==> config.mk <==
export PLATFORM = sky130hd
export DESIGN_NAME = sdpram_stream_fifo
export DESIGN_NICKNAME = d
export VERILOG_FILES = /design/src/rtl/sdpram_stream_fifo_pkg.sv /design/src/rtl/sdpram_stream_obuf.sv /design/src/rtl/sdpram_stream_fifo.sv
export SDC_FILE = /design/constraint.sdc
export NUM_CORES = 1
export LEC_CHECK = 0
export ABC_AREA = 1
export BUFFER_PORTS_ARGS = -buffer_cell sky130_fd_sc_hd__clkbuf_2
export CORE_MARGIN = 5
export CORE_UTILIZATION = 50
export CTS_BUF_LIST = sky130_fd_sc_hd__clkbuf_8
export DETAILED_ROUTE_END_ITERATION = 12
export GPL_TIMING_DRIVEN = 0
export PLACE_DENSITY_LB_ADDON = 0.3
export SETUP_SLACK_MARGIN = 0.05
export SYNTH_ARGS = -nofsm -noshare
export SYNTH_HDL_FRONTEND = slang
export SYNTH_SLANG_ARGS = --single-unit
export TNS_END_PERCENT = 50
==> constraint.sdc <==
create_clock -name CLK -period 17.1 [get_ports CLK]
set_clock_uncertainty 0.15 [all_clocks]
set_input_delay 3.42 -clock CLK [delete_from_list [all_inputs] [get_ports CLK]]
set_output_delay 3.42 -clock CLK [all_outputs]
set_load 0.01 [all_outputs]
==> src/rtl/sdpram_stream_fifo_pkg.sv <==
// sdpram_stream_fifo_pkg: shared types and sizing helpers for the RAM-backed stream FIFO.
package sdpram_stream_fifo_pkg;

    typedef enum logic [1:0] {BUF_EMPTY, BUF_ONE, BUF_TWO} buf_state_t;

    function automatic int ptr_w(input int depth);
        return $clog2(depth) + 1;
    endfunction

endpackage

==> src/rtl/sdpram_stream_obuf.sv <==
// sdpram_stream_obuf: 2-entry output buffer absorbing the RAM read latency.
module sdpram_stream_obuf
    import sdpram_stream_fifo_pkg::*;
#(
    parameter int WIDTH = 64
) (
    input  logic             clk,
    input  logic             rst,
    input  logic             load,
    input  logic [WIDTH-1:0] load_data,
    input  logic             m_ready,
    output logic             m_valid,
    output logic [WIDTH-1:0] m_data,
    output logic [1:0]       buf_occ
);

    buf_state_t       state_q, state_d;
    logic [WIDTH-1:0] head_q, head_d, tail_q, tail_d;
    logic             pop;

    always_comb begin
        pop     = state_q != BUF_EMPTY && m_ready;
        state_d = state_q;
        head_d  = head_q;
        tail_d  = tail_q;
        unique case (state_q)
            BUF_EMPTY: if (load) begin
                head_d  = load_data;
                state_d = BUF_ONE;
            end
            BUF_ONE: if (load && pop) begin
                head_d = load_data;
            end else if (load) begin
                tail_d  = load_data;
                state_d = BUF_TWO;
            end else if (pop) begin
                state_d = BUF_EMPTY;
            end
            BUF_TWO: if (pop) begin
                head_d  = tail_q;
                state_d = BUF_ONE;
            end
            default: state_d = BUF_EMPTY;
        endcase
        m_valid = state_q != BUF_EMPTY;
        m_data  = head_q;
        buf_occ = state_q == BUF_TWO ? 2'd2 : state_q == BUF_ONE ? 2'd1 : 2'd0;
    end

    always_ff @(posedge clk or posedge rst) begin
        if (rst) begin
            state_q <= BUF_EMPTY;
            head_q  <= '0;
            tail_q  <= '0;
        end else begin
            state_q <= state_d;
            head_q  <= head_d;
            tail_q  <= tail_d;
        end
    end

    // Read credit keeps a third word from ever arriving while both entries are full.
    assert property (@(posedge clk) disable iff (rst) !(load && state_q == BUF_TWO));

endmodule

==> src/rtl/sdpram_stream_fifo.sv <==
// sdpram_stream_fifo: valid/ready FIFO whose storage is an external simple dual-port RAM
// with one-cycle read latency; a small output buffer keeps the downstream at full rate.
module sdpram_stream_fifo
    import sdpram_stream_fifo_pkg::*;
#(
    parameter int WIDTH = 64,
    parameter int DEPTH = 512
) (
    input  logic                       CLK,
    input  logic                       RST,
    input  logic                       S_VALID,
    output logic                       S_READY,
    input  logic [WIDTH-1:0]           S_DATA,
    output logic                       M_VALID,
    input  logic                       M_READY,
    output logic [WIDTH-1:0]           M_DATA,
    output logic                       RAM_WEN,
    output logic [$clog2(DEPTH)-1:0]   RAM_WADDR,
    output logic [WIDTH-1:0]           RAM_WDATA,
    output logic [WIDTH/8-1:0]         RAM_WSTRB,
    output logic                       RAM_REN,
    output logic [$clog2(DEPTH)-1:0]   RAM_RADDR,
    input  logic                       RAM_RVALID,
    input  logic [WIDTH-1:0]           RAM_RDATA,
    output logic [$clog2(DEPTH)+1:0]   COUNT,
    output logic                       FULL,
    output logic                       EMPTY
);

    localparam int AW = $clog2(DEPTH);
    localparam int PW = ptr_w(DEPTH);
    localparam int CW = AW + 2;

    logic [PW-1:0] wptr_q, wptr_d, rptr_q, rptr_d, resident;
    logic [CW-1:0] count_q, count_d;
    logic          inflight_q, inflight_d;
    logic          push, pop, ren, load;
    logic [1:0]    buf_occ;

    always_comb begin
        resident   = wptr_q - rptr_q;
        FULL       = resident == PW'(DEPTH);
        S_READY    = !FULL;
        push       = S_VALID && S_READY && !RST;
        pop        = M_VALID && M_READY;
        // Issue only when the word is guaranteed a buffer slot on its return.
        ren        = resident != '0 && ({1'b0, buf_occ} + {2'b0, inflight_q} < 3'd2 + {2'b0, pop});
        load       = RAM_RVALID && inflight_q;
        wptr_d     = wptr_q + PW'(push);
        rptr_d     = rptr_q + PW'(ren);
        inflight_d = ren;
        count_d    = count_q + CW'(push) - CW'(pop);
        RAM_WEN    = push;
        RAM_WADDR  = wptr_q[AW-1:0];
        RAM_WDATA  = push ? S_DATA : '0;
        RAM_WSTRB  = '1;
        RAM_REN    = ren;
        RAM_RADDR  = rptr_q[AW-1:0];
        COUNT      = count_q;
        EMPTY      = count_q == '0;
    end

    always_ff @(posedge CLK or posedge RST) begin
        if (RST) begin
            wptr_q     <= '0;
            rptr_q     <= '0;
            inflight_q <= 1'b0;
            count_q    <= '0;
        end else begin
            wptr_q     <= wptr_d;
            rptr_q     <= rptr_d;
            inflight_q <= inflight_d;
            count_q    <= count_d;
        end
    end

    sdpram_stream_obuf #(.WIDTH(WIDTH)) u_obuf (
        .clk      (CLK),
        .rst      (RST),
        .load     (load),
        .load_data(RAM_RDATA),
        .m_ready  (M_READY),
        .m_valid  (M_VALID),
        .m_data   (M_DATA),
        .buf_occ  (buf_occ)
    );

endmodule

==> flow_metrics.tcl <==
set metrics [dict create \
    clock_latency_ns 0.44 \
    synth_top_cell_area_share_pct 46.3 \
    grtUsageMet2_pct 37.3 \
    drt-pass1-iter-count 5 \
    status "finished clean" \
    finalCriticalPeriod_ns 7.98 \
    rows 48 \
    worstHoldPathType "reg2reg" \
    path_buf_inv 4 \
    pwr-share-seq_pct 34.1 \
    crit_chain "clkbuf_2, nor2_1, nand2_4, buf_12, buf_12, nor2_4, clkbuf_2" \
    maxCapViolations 0 \
    setup_ws_ns 9.12 \
    p_leak_nw 5.90 \
    synth_largest_area_cell "dfrtp_1" \
    initial_core_util_pct 50.8 \
    fin_hold_ws_ns 0.360 \
    place_area_um2 10600 \
    grtUsageMet3_pct 5.98 \
    ys_async_sr_fraction_pct 100 \
    cp-start-kind "input pin" \
    hpwlAfterDp_um 17400 \
    ys_seq_area_share_pct 46.3 \
    synthAdderAreaFrac_pct 4.51 \
    yosysWarnings 0 \
    clock_path_buffers 2 \
    grt_max_degree 129 \
    htree_levels 4 \
    crit_family "buffers and inverters" \
    critPathKind "in2out" \
    synth_flop_cell "dfrtp_1" \
    globalRoute.busiestLayer "met2" \
    cpPeakStageDelay_ns 0.21 \
    crit_slowest_cell "nor2_1" \
    finalHoldViolations 0 \
    ys_ff_latch 162 \
    grtUsageTotal_pct 22.1 \
    wl_um 22300 \
    core_um2 17200 \
    power_switching_share_pct 43.7 \
    p_switching_w 0.000897 \
    power_frac_comb_pct 51.7 \
    hold_buffers 0 \
    synth_top_family_by_area "simple AND/OR/NAND/NOR gates" \
    powerDensity_nw_per_um2 187 \
    overflow 0 \
    grt_pass1_wl_um 36100 \
    synth_compound_area_share_pct 6.19 \
    io_buffers 295 \
    synthXorXnorAreaFrac_pct 2.60 \
    place_ws_ns 9.10 \
    ant_nets 0 \
    layout-drive-gt1-share_pct 37.8 \
    via_per_inst 4.87 \
    seq_area_um2 4050 \
    synthSimpleGateAreaFrac_pct 21.2 \
    fillerInstances 1466 \
    cp_data_required_time_ns 13.53 \
    crit_arrival_ns 4.41 \
    setup_violations 0 \
    irDropWorstVdd_uv 103 \
    vias 7400 \
    met1_usage_pct 27.5 \
    cts-root-buf "clkbuf_8" \
    avgSynthCellArea_um2 9.12 \
    postCtsSetupBuffers 0 \
    fin_setup_tns_ns 0 \
    synth_cell_types 34 \
    die_area_um2 20300 \
    post_cts_resized 0 \
    finalNetCount 1446 \
    netlist_area_um2 8760 \
    fmax_mhz 125 \
    die_y_um 142 \
    rsz0062_at_grt "no" \
    endpoint_kind "output pin" \
    ys_top_cells_by_area "dfrtp_1 (46%), nand2_1 (8.3%), mux2_2 (8.2%)" \
    internal_power_w 0.00115 \
    clock_sinks 162 \
    power_w 0.00205 \
    multi_input_area_um2 3770 \
    antenna_found_initial 1 \
    drt_first_iter_violations 332 \
    syn_to_final_growth_pct 25.5 \
    wl_per_cell_um 14.7 \
    p_clk_share_pct 14.1 \
    chipWidth_um 142 \
    clkTransAtPathRegs_ns 0.08 \
    fin_crit_sh_pct 46.6 \
    synthCells 960 \
    cp_max_fo 10 \
    final_cell_area_um2 11000 \
    grt_pass1_vias 7207 \
    synth.area.mux_share_pct 8.23 \
    cts_tree "done" \
    drc 0 \
    worstMarginPinSlew_ns 0.660 \
    cts_buffers 17 \
    maxSlewHeadroom_pct 56.0 \
    io_pins 304 \
    gp_congestion 0.885 \
    synth_edf_count 0 \
    report.final.slew_viol_count 0 \
]
-- path summary, 6_finish.rpt --
path                       cells past startpoint             start               end  slack (ns)
max in group asynchronous                      3               RST  u_obuf.tail_q[5]       13.08
setup reg to reg                              21         rptr_q[2]          COUNT[8]       13.44
hold / removal                                 1  u_obuf.tail_q[3]  u_obuf.tail_q[3]        0.36
hold reg to reg                                1  u_obuf.tail_q[3]  u_obuf.tail_q[3]        0.36
min in group asynchronous                      2               RST         rptr_q[2]        2.80
setup / recovery                               7               RST     RAM_WDATA[38]        9.12
-- power groups by stage --
stage	sequential (W)	combinational (W)	clock, W
floorplan	0.000725	0.000715	0
global placement	0.000702	0.00104	0
detailed placement	0.000708	0.00107	0
CTS	0.000700	0.00107	0.000297
global route	0.000727	0.00120	0.000315
finish	0.000700	0.00106	0.000290
-- kinds of logic after synthesis --
group	count (synthesis)
multiplexers	64
adder cells (fa/ha/maj)	31
other	1
XOR/XNOR	26
AND/OR/NAND/NOR	388
AO/OA/AOI/OAI	88
flip-flops	162
buffers and inverters	200
-- worst register-to-register path: stages, from the launching register on --
cell      delay (ns)
dfrtp_1         0.44
inv_1           0.08
ha_1            0.37
a21oi_1         0.22
nand2_1         0.10
nand2_1         0.07
nand2_1         0.04
nor2_1          0.10
nand3_1         0.10
nor2_2          0.15
nand3_4         0.13
nand2_4         0.10
buf_12          0.14
buf_6           0.15
inv_1           0.08
ha_1            0.22
inv_1           0.08
fa_1            0.25
inv_1           0.07
a21oi_1         0.25
o21bai_1        0.11
xor2_1          0.15
-- synth_stat cells (2+ instances only) --
| cell | instances |
|---|---|
| mux2_2 | 64 |
| buf_2 | 16 |
| buf_4 | 26 |
| nand2_2 | 2 |
| buf_12 | 5 |
| nor4_1 | 2 |
| nor2_1 | 111 |
| a31oi_1 | 64 |
| xnor2_1 | 3 |
| nand3b_1 | 2 |
| xor2_1 | 23 |
| inv_1 | 132 |
| dfrtp_1 | 162 |
| nand3_1 | 22 |
| o31ai_1 | 2 |
| o21ai_0 | 6 |
| ha_1 | 30 |
| clkbuf_1 | 20 |
| nand2_1 | 193 |
| o21bai_1 | 2 |
| nand4_1 | 3 |
| nor2_4 | 41 |
| nor3_1 | 8 |
| a21oi_1 | 11 |
-- registers in the layout, indices dropped and copies added, names as in the netlist --
name,count
u_obuf.state_q,2
u_obuf.m_data,64
u_obuf.tail_q,64
rptr_q,10
wptr_q,10
inflight_q,1
COUNT,11
-- through the flow --
| stage | utilization, % | instances |
|---|---|---|
| after floorplan | - | 967 |
| after global placement | 61.2 | 1487 |
| after detailed placement | 61.4 | 1488 |
| after CTS | 63.7 | 1520 |
| after global routing | 63.8 | 1521 |
| final | 63.8 | 1521 |
-- routing by layer --
metal | up-vias | part of all wire (%) | wire, um
met2 | 234 | 49 | 11000
li1 | 3665 | - | -
met1 | 3467 | 41 | 9060
met4 | 0 | 2.5 | 554
met3 | 34 | 7.7 | 1720
met5 | - | 0 | 0
-- area by class of cell --
type,instances,area share [%]
repair buffers,296,13.7
clock buffers,18,2.25
multi-input cells,605,34.3
inverters,132,4.58
diodes,1,0.0228
well taps,225,2.56
plain buffers,68,4.20
clock inverters,14,1.49
flip-flops and latches,162,36.9
-- cells in the final DEF (no fill, tap or decap), drive strengths merged --
cell type and n:
clkbuf 333, nand2 196, dfrtp 162, nor2 153
inv 139, a31oi 64, mux2 64, buf 49
ha 30, nand3 24, xor2 23, a21oi 12
nor3 8, conb 8, o21ai 6, clkinvlp 4
nand4 3, xnor2 3, nand3b 2, nor4 2
o21bai 2, o31ai 2, clkinv 2, diode 1
o221ai 1, a221oi 1, fa 1, bufinv 1
Power figures use the tool's default switching activity.
